**src/rtl/pipe_stage_reg.sv**
```systemverilog
// pipe_stage_reg: parametrised inter-stage pipeline register.
// Carries an opaque payload plus a 32-bit PC. It has valid/ready on both
// sides, flush-to-bubble and a saturating back-pressure counter.
// SKID=1 adds a second entry so that up_ready can come straight from a flop.
module pipe_stage_reg #(
    parameter int                DATA_W    = 64,
    parameter int                SKID      = 1,
    parameter logic [DATA_W-1:0] RESET_VAL = '0,
    parameter int                CNT_W     = 16
) (
    input  logic              clk,
    input  logic              rst_n,
    input  logic              flush,
    input  logic              up_valid,
    output logic              up_ready,
    input  logic [DATA_W-1:0] up_data,
    input  logic [31:0]       up_pc,
    output logic              dn_valid,
    input  logic              dn_ready,
    output logic [DATA_W-1:0] dn_data,
    output logic [31:0]       dn_pc,
    output logic [CNT_W-1:0]  stall_cnt
);

    // One beat as it travels through the stage.
    typedef struct packed {
        logic [DATA_W-1:0] data;
        logic [31:0]       pc;
    } beat_t;

    // Occupancy of the skid variant: main only, or main plus skid.
    typedef enum logic [1:0] {EMPTY, HALF, FULL} state_t;

    localparam beat_t BUBBLE = '{data: RESET_VAL, pc: 32'h0};

    beat_t             up_beat;
    beat_t             main_q;
    beat_t             ld_beat;   // value loaded into main when main_ld
    logic              main_ld;
    logic              main_vld_q;
    logic              vld_d;
    logic              up_fire;
    logic              dn_fire;
    logic [CNT_W-1:0]  stall_q;

    assign up_beat = '{data: up_data, pc: up_pc};
    assign up_fire = up_valid & up_ready;
    assign dn_fire = main_vld_q & dn_ready;

    // The outputs come straight from the main-entry flops, so there is no
    // output mux and no combinational path from the inputs to dn_*.
    assign dn_valid  = main_vld_q;
    assign dn_data   = main_q.data;
    assign dn_pc     = main_q.pc;
    assign stall_cnt = stall_q;

    // Main entry. Flush overrides everything and leaves a bubble with the reset payload.
    always_ff @(posedge clk or negedge rst_n) begin
        if (!rst_n) begin
            main_q     <= BUBBLE;
            main_vld_q <= 1'b0;
        end else if (flush) begin
            main_q     <= BUBBLE;
            main_vld_q <= 1'b0;
        end else begin
            main_vld_q <= vld_d;
            if (main_ld) main_q <= ld_beat;
        end
    end

    // Back-pressure counter. It saturates at all-ones, and flush cycles are not counted.
    always_ff @(posedge clk or negedge rst_n) begin
        if (!rst_n)
            stall_q <= '0;
        else if (main_vld_q && !dn_ready && !flush && !(&stall_q))
            stall_q <= stall_q + CNT_W'(1);
    end

    generate
        if (SKID != 0) begin : g_skid
            state_t state_q, state_d;
            beat_t  skid_q;
            logic   skid_ld;
            logic   rdy_q;

            // up_ready is registered. It is low exactly when both entries are occupied.
            assign up_ready = rdy_q;

            // Occupancy state and the registered ready that tracks it.
            always_ff @(posedge clk or negedge rst_n) begin
                if (!rst_n) begin
                    state_q <= EMPTY;
                    rdy_q   <= 1'b1;
                end else if (flush) begin
                    state_q <= EMPTY;
                    rdy_q   <= 1'b1;
                end else begin
                    state_q <= state_d;
                    rdy_q   <= (state_d != FULL);
                end
            end

            // The skid entry catches the one beat accepted after dn_ready drops.
            always_ff @(posedge clk or negedge rst_n) begin
                if (!rst_n)
                    skid_q <= '0;
                else if (skid_ld && !flush)
                    skid_q <= up_beat;
            end

            // Next-state logic. Main always holds the oldest beat; skid holds the younger one.
            always_comb begin
                state_d = state_q;
                main_ld = 1'b0;
                skid_ld = 1'b0;
                ld_beat = up_beat;
                case (state_q)
                    EMPTY: begin
                        if (up_fire) begin
                            state_d = HALF;
                            main_ld = 1'b1;
                        end
                    end
                    HALF: begin
                        if (up_fire && dn_fire) begin
                            main_ld = 1'b1;
                        end else if (up_fire) begin
                            state_d = FULL;
                            skid_ld = 1'b1;
                        end else if (dn_fire) begin
                            state_d = EMPTY;
                        end
                    end
                    FULL: begin
                        // up_ready is low here, so the only way out is a delivery.
                        if (dn_fire) begin
                            state_d = HALF;
                            main_ld = 1'b1;
                            ld_beat = skid_q;
                        end
                    end
                    default: state_d = EMPTY;
                endcase
                vld_d = (state_d != EMPTY);
            end
        end else begin : g_noskid
            // Single entry: accept whenever the held beat leaves this cycle or there is none.
            assign up_ready = ~main_vld_q | dn_ready;

            // Load on every accepted beat. Otherwise valid drops once the held beat is taken.
            always_comb begin
                main_ld = up_fire;
                ld_beat = up_beat;
                vld_d   = up_fire | (main_vld_q & ~dn_fire);
            end
        end
    endgenerate

endmodule

```
**config.mk**
```make
export PLATFORM = sky130hd
export DESIGN_NAME = pipe_stage_reg
export DESIGN_NICKNAME = d
export VERILOG_FILES = /design/src/rtl/pipe_stage_reg.sv
export SDC_FILE = /design/constraint.sdc
export NUM_CORES = 1
export LEC_CHECK = 0
export ABC_AREA = 1
export CAP_MARGIN = 20
export CORE_MARGIN = 3
export CORE_UTILIZATION = 35
export CTS_CLUSTER_SIZE = 28
export DETAILED_ROUTE_END_ITERATION = 12
export GPL_ROUTABILITY_DRIVEN = 0
export PLACE_DENSITY_LB_ADDON = 0.12
export SLEW_MARGIN = 5
export SYNTH_ARGS = -nofsm -noshare
export SYNTH_HDL_FRONTEND = slang
export SYNTH_SLANG_ARGS = --single-unit
```
**constraint.sdc**
```tcl
create_clock -name clk -period 3.5 [get_ports clk]
set_input_delay 0.7 -clock clk [delete_from_list [all_inputs] [get_ports clk]]
set_output_delay 0.7 -clock clk [all_outputs]
set_load 0.02 [all_outputs]
```
Yosys cells after proc, flatten, opt, wreduce, memory -nomap -nowiden
Index checks and enable logic that the tools add are counted.
W data, S select, Z words.
{ "totals": {"word_cells": 45, "out_inout_bits": 114, "ram_bits": 0, "mem_bits_ro": 0, "mem_count": 0, "reg_bits": 212, "in_bits": 101, "latchBits": 0} }
{ "op_classes": {"div": 0, "mul": 0, "n_mux": 19, "n_lt_le_gt_ge": 0, "add_sub_neg": 1, "bitwise": 2, "n_eq_ne": 3, "n_reduce_logical": 12, "shift": 0} }
{ "ops": {"columns": ["op", "count"], "rows": [
  ["$mux W96", 4],
  ["$add A16 B1 Y16 const B", 1],
  ["$reduce_and A16 Y1", 1],
  ["$mux W2", 6],
  ["$mux W1", 7],
  ["$pmux W2 S3", 1],
  ["$logic_and A1 B1 Y1", 5],
  ["$reduce_bool A2 Y1", 2],
  ["$logic_not A1 Y1", 3],
  ["$pmux W1 S3", 1],
  ["$and A1 B1 Y1", 2],
  ["$eq A2 B1 Y1 const B", 1],
  ["$eq A2 B2 Y1 const B", 1],
  ["$logic_not A2 Y1", 1],
  ["$ne A2 B2 Y1 const B", 1]
]} }

Logic depth before layout (Yosys ltp)
Gate-level depths: netlist of the first run.
{ "logic_depth": {"ltp_word": 7, "ltp_mapped": 11, "mapped_depth_nobuf": 9} }

Worst setup path before layout of the first run
No wires, ideal clock.
{ "synth_path": {"kind": "input -> register", "start": "input port dn_ready", "end": "register main_q, in the netlist dn_data[58]", "path_stages": 10, "required_ps": 3382, "path_buffers": 3, "t_arrival_ps": 1615, "setup_ps": 118, "setup_slack_ps": 1767, "path_cell_list": "nand2_2 > nor2_4 > inv_2 > nand2_2 > nor2_1 > buf_2 > buf_6 > buf_6 > nand2_1 > nand2_1"} }
{ "synth_between": {"elab_chain_len": 5, "elab_cells_between_ends": 10, "cone_classes": "7 x mux; 1 x bitwise; 2 x reduce/logical"} }
{ "synth_rtl": {"columns": ["item", "line_no", "rtl"], "rows": [
  ["start: declaration", "19", "input logic dn_ready,"],
  ["$and A1 B1 Y1 *", "48", "assign dn_fire = main_vld_q & dn_ready;"],
  ["$logic_and A1 B1 Y1 or $mux W96 (tied branches)", "125, 136", null],
  ["$mux W1 or $mux W96 (tied branches)", "125, 117", null],
  ["$pmux W1 S3 or $mux W96 (tied branches)", "117, 67", null],
  ["$reduce_bool A2 Y1 (no source line) or $mux W96 (tied branches)", null, null],
  ["end signal: assignment", "67", "if (main_ld) main_q <= ld_beat;"],
  ["end: declaration", "37", "beat_t main_q;"]
]} }
Mark *: on every way between the ends. The rest lies on a longest branch, timed or not. The select of a mux whose other input is x is not followed.
A chain may end at the register's enable or synchronous reset.

Worst setup path in the final report of the first run
{ "layout_path": {"start": "register stall_q[10], in the netlist stall_cnt[10]", "end": "output port stall_cnt[10]"} }
{ "layout_lines": {"columns": ["item", "line_no", "rtl"], "rows": [
  ["start: declaration", "44", "logic [CNT_W-1:0] stall_q;"],
  ["start signal: assignment", "76", "stall_q <= stall_q + CNT_W'(1);"],
  ["end: declaration", "22", "output logic [CNT_W-1:0] stall_cnt"]
]} }
No word-level cell between the ends.

==> summary.md, run 1 <==
| Metric | Value |
|---|---|
| Post-Syn Instances | 1249 |
| Area grow syn2layout | 33.32% |
| CTS Buffer Depth | 3 |
| Gr ovfl total | 0 |
| CTS H-tree lvls | 1 |
| Tmin final | 2358 ps |
| Yosys warns | 0 |
| Clock Sinks | 212 |
| Initial antenna violation count | 1 |
| First-pass GRT wire length | 42570 um |
| Post-synthesis net count | 1351 |
| Worst slew pin tran | 1022 ps |
| Setup_tns | 0 ps |
| Hold buffer count at CTS | 0 |
| Leakage | 6.403 nW |
| Number of synthesized flops with an enable pin | 0 |
| Root buffer cell | clkbuf_16 |
| Row count | 60 |
| Crit path required time | 2800 ps |
| Drt drc | 0 |
| Largest stage delay, worst path | 660 ps |
| Buffers & Inverters on Critical Path | 1 |
| Number of global-route vias before repair | 7907 |
| Dpl hpwl | 16000 um |
| Critical Path AT | 1660 ps |
| Clock skew | 10.02 ps |
| Top_reg_cell synth | dfrtp_1 |
| Initial DRC count | 537 |
| Share of cells above drive strength 1 | 4.149% |
| Cell area after synthesis | 9732 um^2 |
| Tcrit/Tclk final | 67.38% |
| CTS tree | yes |
| Total power | 7.232 mW |
| Final net count | 1531 |
| Count leader, synth | nand2_1 |
| Sequential area share after synthesis | 54.53% |
| CTS buffer count | 25 |
| WL/cell | 14.34 um |
| Core area | 27180 um^2 |
| Max-slew violations | 0 |
| Io pins | 215 |
| Crit end category | output port |
| Setup Buffers After CTS | 0 |
| Worst-path clk slew | 60 ps |
| Ys async rst share | 100.0% |
| Count of state elements after synthesis | 212 |
| Vias | 8219 |
| ANT nets after route | 0 |
| Endpoints failing setup | 0 |
| Max frequency | 424.0 MHz |
| Largest net degree at the start of global routing | 138 |
| Final hold vios | 0 |
| RSZ-0062 raised after global routing | false |
| Commonest cells in the netlist | nand2_1, dfrtp_1, inv_1, o21ai_0, nand3_1 |
| Hold Path Class | in2async |
| Post-CTS sizing | 0 |
| CP top delay family | buffers and inverters |
| CP Class | reg2out |
| Synth unique cells | 22 |
| Design Area, Final | 12970 um^2 |
| Cell taking the most area after synthesis | dfrtp_1 |
| Synth top area share | 54.26% |
| WL final | 26080 um |
| Maxcap violations | 0 |
| CP cell instances | clkdlybuf4s50_1 |
| Synth area leaders | dfrtp_1, nand2_1, o21ai_0, inv_1, nand3_1 |
| Die H | 172.8 um |
| Area after DPL | 12180 um^2 |
| IO buf count | 214 |
| Peak fanout along the critical path | 7 |
| VDD IR max | 326.6 uV |
| Die X | 172.8 um |
| Worst setup SP type | register |
| Hold slack | 169.8 ps |
| Drt via density | 4.518 |
| Pwr per Cell Area | 557.4 nW/um^2 |
| Clk_lat worst skew | 520 ps |
| CP max stage cell | clkdlybuf4s50_1 |
| Pre-antenna DRT Iters | 5 |
| All-Layer GR Usage | 17.17% |
| Final Core Density | 47.74% |
| DIE AREA | 29840 um^2 |
| Mapped Avg Cell Area | 7.792 um^2 |
| Slew HR | 31.88% |
| Status | completed |
| Starting Density | 35.81% |
## path summary, 6_finish.rpt
| kind | start | to | slack (ps) | cells past startpoint |
|---|---|---|---|---|
| hold reg to reg | dn_data[48] | dn_data[48] | 470 | 2 |
| min in group clk | dn_data[48] | dn_data[48] | 470 | 2 |
| setup / recovery | stall_cnt[10] | stall_cnt[10] | 1140 | 1 |
| max in group asynchronous | rst_n | dn_pc[31] | 2490 | 2 |
| setup reg to reg | dn_valid | dn_pc[18] | 1510 | 6 |
| hold / removal | rst_n | stall_cnt[3] | 170 | 1 |
## worst register-to-register path: stages, from the launching register on
cell	delay, ps
dfrtp_1	440
nand2_2	120
nor2_4	130
buf_4	740
nand2_1	220
nand3_1	130
o21ai_1	80
## logic make-up (layout without fill, tap and decap cells)
| group | count (synthesis) | after routing | share of synthesized area (%) |
|---|---|---|---|
| compound gates | 201 | 201 | 10.34 |
| flops | 212 | 212 | 54.53 |
| fa+ha+maj | 1 | 1 | 0.1285 |
| xor+xnor | 8 | 8 | 0.7200 |
| buf+inv | 231 | 428 | 9.668 |
| simple gates | 596 | 596 | 24.62 |
| other cells | 0 | 1 | 0 |
## stage by stage
step           cells  setup WS [ps]
2_1_floorplan   1249           1767
3_3_place_gp    1774          738.2
3_5_place_dp    1774          719.8
4_1_cts         1818           1110
5_1_grt         1818           1077
6_report        1819           1142
## sequential cells by signal (all words and copies together) (netlist names)
signal,flops
g_skid.state_q,2
up_ready,1
dn_valid,1
stall_cnt,16
dn_pc,32
g_skid.skid_q,96
dn_data,64
## routing by layer
metal / routed length [um] / track usage (%)
met1: 12700 / 24.50
met2: 11360 / 27.43
met3: 1511 / 3.426
met4: 504 / 3.378
met5: 7 / 0
## placed cells by master, fill, tap and decap left out
cell / synthesis / layout
nand2_1: 435 / 434
clkdlybuf4s50_1: 0 / 213
dfrtp_1: 211 / 211
inv_1: 155 / 155
o21ai_0: 134 / 134
nand3_1: 103 / 103
nor2_1: 48 / 47
o21ai_1: 37 / 37
a21oi_1: 30 / 30
clkbuf_16: 0 / 25
xnor2_1: 8 / 8
clkinv_2: 0 / 7
buf_4: 1 / 7
nand4_1: 6 / 6
clkbuf_1: 34 / 6
buf_12: 0 / 6
clkbuf_8: 0 / 5
nand2_2: 2 / 2
nor2_4: 1 / 2
diode_2: 0 / 1
or2_1: 1 / 1
nand2_4: 0 / 1
ha_1: 1 / 1
inv_6: 0 / 1
bufinv_16: 0 / 1
clkinv_4: 0 / 1
buf_8: 0 / 1
dfstp_2: 1 / 1
## power breakdown
group	total [mW]	internal [mW]	switching, mW
Sequential	3.28	3.00	0.281
Combinational	1.44	0.636	0.802
Clock	2.51	1.49	1.02
## cell type report
cell class / count / area [um^2]
diodes: 1 / 2.502
flip-flops and latches: 212 / 5306
inverters: 157 / 591.8
clock buffers: 36 / 716.9
repair buffers: 227 / 2320
clock inverters: 8 / 72.57
well taps: 372 / 465.4
multi-input cells: 806 / 3500
fillers: 2718 / 14200
Note: power is estimated with default switching activity, not from simulation.
==> run 2: changes to the inputs <==
==> constraint.sdc (replaced) <==
create_clock -name clk -period 2 [get_ports clk]
set_input_delay 0.4 -clock clk [delete_from_list [all_inputs] [get_ports clk]]
set_output_delay 0.4 -clock clk [all_outputs]
set_load 0.02 [all_outputs]
==> run 2 against run 1 <==
Effect of this change: flip-flop and latch count unchanged; worst hold slack improved by 240 ps; total power grew 80%; sequential share of layout area decreased by 1.1 points; largest cell class unchanged; cell count up 1.1%.
==> summary.md, run 2 (same netlist as run 1, synthesis figures left out) <==
| Metric | Value |
|---|---|
| Setup crit start | dn_pc[26] (was stall_cnt[10]) |
| Peak fanout along the critical path | 2 (was 7) |
| Max FFs per register | 96 (unchanged) |
| Drt via density | 4.510 (was 4.518) |
| Final hold vios | 0 (unchanged) |
| Starting Density | 35.81% (unchanged) |
| Placed cells | 1795 (was 1774) |
| Worst setup path endpoint | dn_pc[26] (was stall_cnt[10]) |
| R2R cell count | 7 (was 6) |
| Leakage | 6.712 nW (was 6.403 nW) |
| Die X | 172.8 um (unchanged) |
| Row count | 60 (unchanged) |
| Initial antenna violation count | 1 (unchanged) |
| Worst setup SP type | register (unchanged) |
| WL final | 25720 um (was 26080 um) |
| Hold Path Class | in2async (unchanged) |
| R2r setup slk | 340 ps (was 1510 ps) |
| Maxcap violations | 0 (unchanged) |
| Critical Path AT | 1550 ps (was 1660 ps) |
| Crit end category | output port (unchanged) |
| Largest stage delay, worst path | 630 ps (was 660 ps) |
| Area grow syn2layout | 36.90% (was 33.32%) |
| CP Depth | 1 (unchanged) |
| CP Class | reg2out (unchanged) |
| Core area | 27180 um^2 (unchanged) |
| CTS Buffer Depth | 3 (unchanged) |
| DIE AREA | 29840 um^2 (unchanged) |
| Dpl hpwl | 16790 um (was 16000 um) |
| Pre-antenna DRT Iters | 5 (unchanged) |
| CP max stage cell | clkdlybuf4s50_1 (unchanged) |
| Crit path required time | 1600 ps (was 2800 ps) |
| ANT nets after route | 0 (unchanged) |
| Max-slew violations | 0 (unchanged) |
| Diode count | 0 (was 1) |
| CTS H-tree lvls | 1 (unchanged) |
| All-Layer GR Usage | 17.39% (was 17.17%) |
| Setup_tns | 0 ps (unchanged) |
| Pwr per Cell Area | 976.3 nW/um^2 (was 557.4 nW/um^2) |
| Clock skew | 8.729 ps (was 10.02 ps) |
| Clock Sinks | 212 (unchanged) |
| Tmin final | 1953 ps |
| Tcrit/Tclk final | 97.65% |
| CTS buffer count | 25 (unchanged) |
| Share of cells above drive strength 1 | 5.453% (was 4.149%) |
| Clk_lat worst skew | 510 ps (was 520 ps) |
| Worst slew pin tran | 483.2 ps (was 1022 ps) |
| Largest net degree at the start of global routing | 96 (was 138) |
| Number of global-route vias before repair | 8233 (was 7907) |
| Reg2reg start | stall_cnt[1] (was dn_valid) |
| Gr ovfl total | 0 (unchanged) |
| WL/cell | 13.98 um (was 14.34 um) |
| Most common cell after layout, fill and taps aside | nand2_1 (unchanged) |
| Max frequency | 512.0 MHz |
| Worst-path clk slew | 60 ps (about the same) |
| Io pins | 215 (unchanged) |
| Area after DPL | 12480 um^2 (was 12180 um^2) |
| CP top delay family | buffers and inverters (unchanged) |
| Design Area, Final | 13320 um^2 (was 12970 um^2) |
| Final net count | 1553 (was 1531) |
| Most frequent cells in the layout | nand2_1, dfrtp_1, clkdlybuf4s50_1 (was nand2_1, clkdlybuf4s50_1, dfrtp_1) |
| CP cell instances | clkdlybuf4s50_1 (unchanged) |
| Initial DRC count | 650 (was 537) |
| Root buffer cell | clkbuf_16 (unchanged) |
| Non-filler cells, final | 1839 (was 1819) |
| Vias | 8293 (was 8219) |
| Slew HR | 67.44% (was 31.88%) |
| Worst R2R End | stall_cnt[5] (was dn_pc[18]) |
| First-pass GRT wire length | 43480 um (was 42570 um) |
| Setup Buffers After CTS | 0 (unchanged) |
| Total power | 13.01 mW (was 7.232 mW) |
| Endpoints failing setup | 0 (unchanged) |
| IO buf count | 214 (unchanged) |
| Die H | 172.8 um (unchanged) |
| RSZ-0062 raised after global routing | false (unchanged) |
| Buffers & Inverters on Critical Path | 1 (unchanged) |
| VDD IR max | 571.8 uV (was 326.6 uV) |
| Drt drc | 0 (unchanged) |
| CTS tree | yes (unchanged) |
| Status | completed (unchanged) |
| Reg with most FFs | g_skid.skid_q (unchanged) |
| Hold slack | 407.8 ps (was 169.8 ps) |
-- run 2: changes by cell type in the layout (fill, tap and decap cells not counted), sizes merged --
cell / previous run / this run
buf: 14 / 35
clkdlybuf4s50: 213 / 195
dlygate4sd2: 0 / 13
dlymetal6s2s: 0 / 5
clkinv: 8 / 4
bufinv: 1 / 3
clkbuf: 36 / 37
clkinvlp: 0 / 1
diode: 1 / 0
dlygate4sd3: 0 / 1
inv: 156 / 155
-- run 2: metal layers --
metal / part of all wire (%) / track usage (%) / up-vias / wire [um]
met1: 49 / 24.93 / 3772 / 12690
met5: 0.043 / 0 / - / 11
li1: - / - / 4286 / -
met4: 2.1 / 3.953 / 2 / 536
met3: 5.6 / 3.755 / 41 / 1438
met2: 43 / 27.17 / 192 / 11040
-- run 2: timing repair --
| item | 4_1_cts | 5_1_grt |
|---|---|---|
| setup endpoints to repair | 13 | 5 |
| gates resized for setup | 13 | 5 |
| hold buffers | 1 | 0 |
| pin swaps | 0 | 0 |
| hold endpoints to repair | 44 | 0 |
-- run 2: how the worst min path moves through the flow --
stage	startpoint	end	slack [ps]
after floorplan	rst_n	dn_data[0]	100
after global placement	rst_n	stall_cnt[3]	350
after detailed placement	rst_n	stall_cnt[3]	360
after CTS	rst_n	stall_cnt[3]	400
after global routing	rst_n	stall_cnt[2]	430
final	rst_n	stall_cnt[2]	410
-- run 2: cell type report --
| class | instances | area (um^2) |
|---|---|---|
| clock inverters | 6 | 107.6 |
| multi-input cells | 806 | 3500 |
| fillers | 2634 | 13850 |
| flip-flops and latches | 212 | 5306 |
| clock buffers | 37 | 730.7 |
| repair buffers | 249 | 2621 |
| well taps | 372 | 465.4 |
| inverters | 157 | 591.8 |
-- run 2: power by group --
part           leakage [nW]  switching (mW)  internal (mW)
Clock                 0.409            1.79           2.89
Combinational          3.60            1.41           1.17
Sequential             2.70           0.491           5.26
Total                  6.71            3.69           9.32
-- run 2: per-stage QoR --
stage / setup slack (ps) / utilization (%)
2_1_floorplan: 353.4 / -
3_3_place_gp: 3.905 / 45.92
3_5_place_dp: 6.032 / 45.92
4_1_cts: 7.585 / 48.98
5_1_grt: 1.449 / 49.02
6_report: 47.01 / 49.02
